$ cat config.mk
export PLATFORM = sky130hd
export DESIGN_NAME = instr_fetch_flat
export DESIGN_NICKNAME = d
export VERILOG_FILES = /design/src/rtl/instr_fetch_if.sv /design/src/rtl/instr_fetch.sv /design/src/flat_wrapper.sv
export SDC_FILE = /design/constraint.sdc
export NUM_CORES = 1
export LEC_CHECK = 0
export CAP_MARGIN = 5
export CORE_UTILIZATION = 35
export CTS_CLUSTER_SIZE = 28
export DETAILED_ROUTE_END_ITERATION = 8
export GPL_TIMING_DRIVEN = 0
export PLACE_DENSITY = 0.76
export SYNTH_ARGS = -nofsm -noshare
export SYNTH_HDL_FRONTEND = slang
export SYNTH_SLANG_ARGS = --single-unit
$ cat constraint.sdc
create_clock -name clk -period 1.39 [get_ports clk]
set_clock_uncertainty 0.05 [all_clocks]
set_input_delay 0.278 -clock clk [delete_from_list [all_inputs] [get_ports clk]]
set_output_delay 0.278 -clock clk [all_outputs]
set_load 0.03 [all_outputs]
$ cat src/rtl/instr_fetch_if.sv
// instr_fetch_if
// Bundles every non-clock, non-reset signal of the fetch stage. The signals
// cover the instruction memory, the IF/ID handshake with decode, redirects
// and halt.
//   master : the fetch stage. It drives ProgCounter, Instr, InstrPC,
//            InstrValid and Halted.
//   slave  : the environment (memory, decode, execute). It drives IMemData,
//            InstrReady, BranchEn/Base/Offset, JumpEn/Target and Halt.
interface instr_fetch_if;
  logic [9:0]  ProgCounter;
  logic [31:0] IMemData;
  logic [31:0] Instr;
  logic [9:0]  InstrPC;
  logic        InstrValid;
  logic        InstrReady;
  logic        BranchEn;
  logic [9:0]  BranchBase;
  logic [15:0] BranchOffset;
  logic        JumpEn;
  logic [25:0] JumpTarget;
  logic        Halt;
  logic        Halted;

  modport master (
    output ProgCounter, Instr, InstrPC, InstrValid, Halted,
    input  IMemData, InstrReady, BranchEn, BranchBase, BranchOffset,
           JumpEn, JumpTarget, Halt
  );

  modport slave (
    input  ProgCounter, Instr, InstrPC, InstrValid, Halted,
    output IMemData, InstrReady, BranchEn, BranchBase, BranchOffset,
           JumpEn, JumpTarget, Halt
  );
endinterface

$ cat src/rtl/instr_fetch.sv
// instr_fetch
// Fetch stage of the Turboencabulator core. It owns the program counter and
// addresses instruction memory with it. The combinational read data is
// captured into the IF/ID register, which is offered to decode under a
// valid/ready handshake. Branch and jump redirects flush the IF/ID register.
// A sticky halt freezes the stage until reset.
// Ports:
//   clk    : core clock, rising edge
//   rst_n  : asynchronous active-low reset
//   bus    : instr_fetch_if master modport (memory, IF/ID, redirect, halt)
// Parameter:
//   RESET_PC : first byte address fetched after reset (word aligned)
module instr_fetch #(
  parameter logic [9:0] RESET_PC = 10'h000
) (
  input  logic          clk,
  input  logic          rst_n,
  instr_fetch_if.master bus
);

  typedef enum logic {RUN, HALTED} state_e;

  state_e      state_q, state_d;
  logic [9:0]  pc_q, pc_d;
  logic [31:0] instr_q, instr_d;
  logic [9:0]  instr_pc_q, instr_pc_d;
  logic        valid_q, valid_d;

  logic        load;
  logic [9:0]  jump_target;
  logic [17:0] branch_sum;
  logic        unused_bits;

  assign load = !valid_q || bus.InstrReady;

  // The jump target is a word index. Only the low 8 bits fit in a 10-bit
  // byte address.
  assign jump_target = {bus.JumpTarget[7:0], 2'b00};

  // Shifting the 16-bit word offset left by 2 gives an 18-bit signed value.
  // Its sign extension is the concatenation itself at 18 bits. Only [9:0]
  // survives the mod-1024 wrap.
  assign branch_sum = {8'b0, bus.BranchBase} + 18'd4 + {bus.BranchOffset, 2'b00};

  assign unused_bits = ^{bus.JumpTarget[25:8], branch_sum[17:10]};

  // Next-state logic. Within RUN, the priority is halt, jump, branch, load,
  // then stall.
  always_comb begin
    state_d    = state_q;
    pc_d       = pc_q;
    instr_d    = instr_q;
    instr_pc_d = instr_pc_q;
    valid_d    = valid_q;
    case (state_q)
      RUN: begin
        if (bus.Halt) begin
          state_d = HALTED;
          valid_d = 1'b0;
        end else if (bus.JumpEn) begin
          pc_d    = jump_target;
          valid_d = 1'b0;
        end else if (bus.BranchEn) begin
          pc_d    = branch_sum[9:0];
          valid_d = 1'b0;
        end else if (load) begin
          instr_d    = bus.IMemData;
          instr_pc_d = pc_q;
          valid_d    = 1'b1;
          pc_d       = pc_q + 10'd4;
        end
      end
      HALTED: begin
        valid_d = 1'b0;
      end
      default: begin
        state_d = HALTED;
        valid_d = 1'b0;
      end
    endcase
  end

  always_ff @(posedge clk or negedge rst_n) begin
    if (!rst_n) begin
      state_q    <= RUN;
      pc_q       <= RESET_PC;
      instr_q    <= 32'h0;
      instr_pc_q <= 10'h0;
      valid_q    <= 1'b0;
    end else begin
      state_q    <= state_d;
      pc_q       <= pc_d;
      instr_q    <= instr_d;
      instr_pc_q <= instr_pc_d;
      valid_q    <= valid_d;
    end
  end

  assign bus.ProgCounter = pc_q;
  assign bus.Instr       = instr_q;
  assign bus.InstrPC     = instr_pc_q;
  assign bus.InstrValid  = valid_q;
  assign bus.Halted      = (state_q == HALTED);

endmodule

$ cat src/flat_wrapper.sv
// flat-port wrapper written by rule: the top's interface ports become plain ports
module instr_fetch_flat 
#(
  parameter logic [9:0] RESET_PC = 10'h000
)
  (clk, rst_n, bus_ProgCounter, bus_Instr, bus_InstrPC, bus_InstrValid, bus_Halted, bus_IMemData, bus_InstrReady, bus_BranchEn, bus_BranchBase, bus_BranchOffset, bus_JumpEn, bus_JumpTarget, bus_Halt);
  instr_fetch_if bus_i ();
  input  logic clk;
  input  logic rst_n;
  output wire logic [$bits(bus_i.ProgCounter)-1:0] bus_ProgCounter;
  output wire logic [$bits(bus_i.Instr)-1:0] bus_Instr;
  output wire logic [$bits(bus_i.InstrPC)-1:0] bus_InstrPC;
  output wire logic [$bits(bus_i.InstrValid)-1:0] bus_InstrValid;
  output wire logic [$bits(bus_i.Halted)-1:0] bus_Halted;
  input wire logic [$bits(bus_i.IMemData)-1:0] bus_IMemData;
  input wire logic [$bits(bus_i.InstrReady)-1:0] bus_InstrReady;
  input wire logic [$bits(bus_i.BranchEn)-1:0] bus_BranchEn;
  input wire logic [$bits(bus_i.BranchBase)-1:0] bus_BranchBase;
  input wire logic [$bits(bus_i.BranchOffset)-1:0] bus_BranchOffset;
  input wire logic [$bits(bus_i.JumpEn)-1:0] bus_JumpEn;
  input wire logic [$bits(bus_i.JumpTarget)-1:0] bus_JumpTarget;
  input wire logic [$bits(bus_i.Halt)-1:0] bus_Halt;
  assign bus_ProgCounter = bus_i.ProgCounter;
  assign bus_Instr = bus_i.Instr;
  assign bus_InstrPC = bus_i.InstrPC;
  assign bus_InstrValid = bus_i.InstrValid;
  assign bus_Halted = bus_i.Halted;
  assign bus_i.IMemData = bus_IMemData;
  assign bus_i.InstrReady = bus_InstrReady;
  assign bus_i.BranchEn = bus_BranchEn;
  assign bus_i.BranchBase = bus_BranchBase;
  assign bus_i.BranchOffset = bus_BranchOffset;
  assign bus_i.JumpEn = bus_JumpEn;
  assign bus_i.JumpTarget = bus_JumpTarget;
  assign bus_i.Halt = bus_Halt;
  instr_fetch #(.RESET_PC(RESET_PC)) u_core (.clk(clk), .rst_n(rst_n), .bus(bus_i));
endmodule
Yosys cells after proc, flatten, opt, wreduce, memory -nomap -nowiden
Index checks and enable logic that the tools add are counted.
Word-level totals
  register bits: 54
  input bits: 90
  output and inout port bits: 54
  word-level logic and storage cells: 28
Cells by class
  $add $sub $neg: 3
  eq/ne operators: 1
  mux-type cells: 10
  bitwise operators: 4
  reduce and logical (&&, ||, !) cells: 5
Operator list (count)
  $mux W10: 3
  $add A10 B3 Y10 const B: 2
  $add A10 B10 Y10: 1
  $mux W1: 6
  $ne A5 B4 Y1 const B: 1
  $reduce_and A5 Y1: 1
  $not A1 Y1: 4
  $reduce_and A3 Y1: 1
  $reduce_bool A3 Y1: 1
  $pmux W1 S2: 1
  $logic_not A1 Y1: 1
  $logic_or A1 B1 Y1: 1

Logic depth before layout (Yosys ltp)
  word-level depth: 7
  depth in mapped cells: 10
  mapped depth without buffers: 10

Least setup slack after synthesis
No wires, ideal clock.
  path kind: in2reg
  start: in bus_BranchOffset[1]
  end: reg u_core.pc_q[9], in the netlist u_core.bus.ProgCounter[9]
  setup time: 122 ps
  data arrival time: 2012 ps
  required time: 1218 ps
  path slack: -793 ps
  stages: 8
  buffers on the path: 0
  cell sequence: ha_1 ha_1 fa_1 a211oi_1 o21bai_1 a21oi_1 nand4b_1 a32o_1
Between the ends
  longest elaborated chain between the ends: 3
Ends and longest elaborated chain
  from (decl): RTL line flat_wrapper.sv:19  | input wire logic [$bits(bus_i.BranchOffset)-1:0] bus_BranchOffset;
  $add A10 B10 Y10: RTL line instr_fetch.sv:43  | assign branch_sum = {8'b0, bus.BranchBase} + 18'd4 + {bus.BranchOffset, 2'b00};
  $mux W10: RTL line instr_fetch.sv:63  | end else if (bus.BranchEn) begin
  $mux W10: RTL line instr_fetch.sv:60  | end else if (bus.JumpEn) begin
  to (signal assigned): RTL line instr_fetch.sv:92  | pc_q <= pc_d;
  to (decl): RTL line instr_fetch.sv:24  | logic [9:0] pc_q, pc_d;
No other way between the ends.
A chain may end at the register's enable or synchronous reset.

Worst setup path after layout
Same ends and word-level chain as after synthesis.

==> flow_summary.ini <==
[clocking]
htree_num_levels = 2
numCtsBuffers = 5
clock_latency_ns = 0.30
cts_tree = done
path_clk_slew_ns = 0.09
cts.sinks = 54
cts_buffer_depth = 2
cts_root_buffer = clkbuf_8

[place]
dpl_cell_area_um2 = 4090
dp_cells = 431
gp_congestion = 0.863
port_buffers = 117
post-dp-hpwl_um = 4940

[synthesis]
muxShareOfSynthArea_pct = 18.5
synth_compound_area_share_pct = 9.69
ys_seq_elements = 54
syn_nets = 319
synthAdderAreaFrac_pct = 7.34
synthSimpleGateAreaFrac_pct = 7.86
ys_seq_area_share_pct = 50.8
synth_top_family_by_area = multiplexers
synth.distinct_cells = 40
synth_xor_area_share_pct = 2.63
syn_area_um2 = 2660
ys_warn_count = 0
syn-instance-count = 214
syn_area_per_cell_um2 = 12.4

[power]
power_density_nw_per_um2 = 910
p_seq_share_pct = 44.6
pwr-share-comb_pct = 29.5
switching_share_pct = 29.0
irDropWorstVdd_mv = 0.361
power.internal_mw = 2.80
p_clk_share_pct = 25.9
p_sw_mw = 1.14
leakage_nw = 1.98

[setup_path]
r2r-end = u_core.bus.ProgCounter[9]
worstSetupPathType = in -> reg
reg2reg_depth = 5
setup.worst_path.start_class = primary input
worstPathRequired_ns = 1.53
timing.rr.start = u_core.bus.ProgCounter[2]
worst_setup_path_end_kind = flop
critical_path_arrival_ns = 2.07
cp_max_fo = 3
rrSetupSlack_ns = -0.25

[layout]
finish.net_count = 458
n_antenna_cell = 0
finish.utilization_pct = 59.5
fin_cells = 453
layout-drive-gt1-share_pct = 44.9
final_cell_area_um2 = 4340
nFillCells = 618
area_growth_syn_to_layout_pct = 63.0

[flow_run]
maxCapViolCount = 0

[routing]
ant_nets = 0
wire_per_inst_um = 14.7
drt_wl_total_um = 6640
via_count = 2165
routed_via_density = 4.78
drc = 0
first_pass_iters = 4
drt_iter0_markers = 50

[sta]
finalWorstSetupSlack_ns = -0.532
finalCritPeriodShare_pct = 138
fin_crit_ns = 1.92
hold_slack_ns = 0.427
slew_headroom_pct = 69.3
fmax_ghz = 0.520
drv_slew = 0
hold_viol = 0
setup_violations = 56
rsz0062_at_grt = true
tightest_slew_ns = 0.461
fin_tns_setup_ns = -7.74

[grt]
first_global_vias = 2128
track_usage_pct = 16.4
grt.overflow.total = 0
grt_pass1_wl_um = 10100
grt_max_degree = 37
antenna_found_initial = 0

[floorplanning]
row_count = 31
die_w_um = 89.2
start_util_pct = 36.5
die_area_um2 = 7950
die_y_um = 89.2
io_pins = 144
core_um2 = 7290

[outcome]
violations = negative setup slack
outcome = finished, violations left

[min_path]
min_path_type = in -> async
## placed cells by master (no fill, tap or decap), drive strengths merged, types with 2 or more instances in the layout
| master | instances |
|---|---|
| dfrtp | 54 |
| clkdlybuf4s50 | 48 |
| mux2 | 42 |
| buf | 38 |
| clkbuf | 33 |
| clkdlybuf4s15 | 25 |
| ha | 14 |
| a21oi | 11 |
| nand2 | 9 |
| o21ai | 9 |
| nor2 | 7 |
| inv | 6 |
| nand3 | 5 |
| xnor2 | 5 |
| nor3 | 4 |
| a211oi | 4 |
| nor2b | 3 |
| a31oi | 3 |
| xor2 | 3 |
| nand2b | 3 |
| o31ai | 3 |
| o2bb2ai | 2 |
| and3 | 2 |
| o22ai | 2 |
| mux2i | 2 |
| clkdlybuf4s18 | 2 |
| a21o | 2 |
## stage by stage
stage / setup slack (ns) / power [mW]
finish: -0.532 / 3.95
global route: -0.562 / 4.15
CTS: -0.511 / 3.94
detailed placement: -1.28 / 2.83
global placement: -1.82 / 2.82
floorplan: -0.660 / 2.32
## per-layer routing
| layer | track usage [%] | vias to the layer above | share of wire (%) |
|---|---|---|---|
| met1 | 20.1 | 1023 | 41 |
| met5 | 0 | - | 0 |
| li1 | - | 1049 | - |
| met4 | 4.33 | 0 | 1.1 |
| met2 | 28.9 | 86 | 49 |
| met3 | 3.97 | 7 | 8.3 |
## flip-flops by register name, indices dropped and copies added (netlist names)
signal                  flops
u_core.bus.ProgCounter     10
u_core.bus.Halted           1
u_core.bus.Instr           32
u_core.bus.InstrValid       1
u_core.bus.InstrPC         10
## synth_stat cells, drive strengths merged
library cell,instances,area (µm²)
o22a,1,8.76
nor3b,1,7.51
inv,6,22.5
clkbuf,1,3.75
nand2,9,33.8
o2bb2ai,2,17.5
o22ai,2,12.5
mux2i,2,20.0
dfrtp,54,1350
o21bai,1,7.51
mux2,42,473
nor3,4,25.0
a21oi,11,55.1
nand4b,1,8.76
and3,2,12.5
nor2,7,33.8
nand2b,3,18.8
a221oi,1,8.76
nand3,5,25.0
nor2b,3,18.8
ha,14,175
xnor2,5,43.8
o31ai,3,27.5
xor2,3,26.3
buf,8,57.6
a31oi,3,18.8
a21o,2,16.3
nand4,1,6.26
a211oi,4,30.0
fa,1,20.0
nor4b,1,8.76
or4b,1,10.0
o21ai,9,45.0
a32o,1,10.0
## final cells by class
| cell class | instances | area [µm²] | area share, % |
|---|---|---|---|
| Inverter | 6 | 22.5 | 0.519 |
| Clock inverter | 2 | 37.5 | 0.866 |
| Multi-Input combinational cell | 145 | 1480 | 34.1 |
| Timing Repair Buffer | 132 | 1150 | 26.6 |
| Clock buffer | 6 | 72.6 | 1.67 |
| Tap cell | 99 | 124 | 2.86 |
| Buffer | 9 | 93.8 | 2.16 |
| Sequential cell | 54 | 1350 | 31.2 |
## worst max path at each step
stage                   startpoint                   endpoint  slack, ns  depth (start not counted)
2_1_floorplan    bus_BranchBase[3]  u_core.bus.ProgCounter[9]      -0.66                          8
3_3_place_gp                 rst_n          u_core.bus.Halted      -1.82                          1
3_5_place_dp   bus_BranchOffset[0]  u_core.bus.ProgCounter[9]      -1.28                         11
4_1_cts        bus_BranchOffset[1]  u_core.bus.ProgCounter[9]      -0.51                          9
5_1_grt        bus_BranchOffset[1]  u_core.bus.ProgCounter[9]      -0.56                          9
6_report       bus_BranchOffset[1]  u_core.bus.ProgCounter[9]      -0.53                          9
## timing repair
| item | in CTS | in global routing |
|---|---|---|
| gates resized for setup | 184 | 65 |
| hold buffers | 1 | 0 |
| pin swaps | 26 | 15 |
| endpoints found under the setup margin | 106 | 97 |
| buffers inserted | 11 | 3 |
| endpoints found under the hold margin | 18 | 0 |
## power by group through the flow
stage          sequential [mW]  combinational (mW)  clock, mW
6_report                  1.76                1.16       1.02
5_1_grt                   1.77                1.26       1.12
4_1_cts                   1.76                1.12       1.07
3_5_place_dp              1.79                1.04          0
3_3_place_gp              1.79                1.03          0
2_1_floorplan             1.97               0.348          0
## critical path, stage by stage
cell and delay [ns]:
buf_6 0.09, ha_4 0.26, ha_4 0.13, fa_2 0.22, a211oi_2 0.08, o21bai_1 0.18, a21oi_2 0.09, or4b_1 0.46
a32o_1 0.27
## cell families after synthesis
group           count (synthesis)
mux                            44
flops                          54
xor+xnor                        8
buf+inv                        15
compound gates                 40
simple gates                   38
fa+ha+maj                      15
Note: power is estimated with default switching activity, not from simulation.
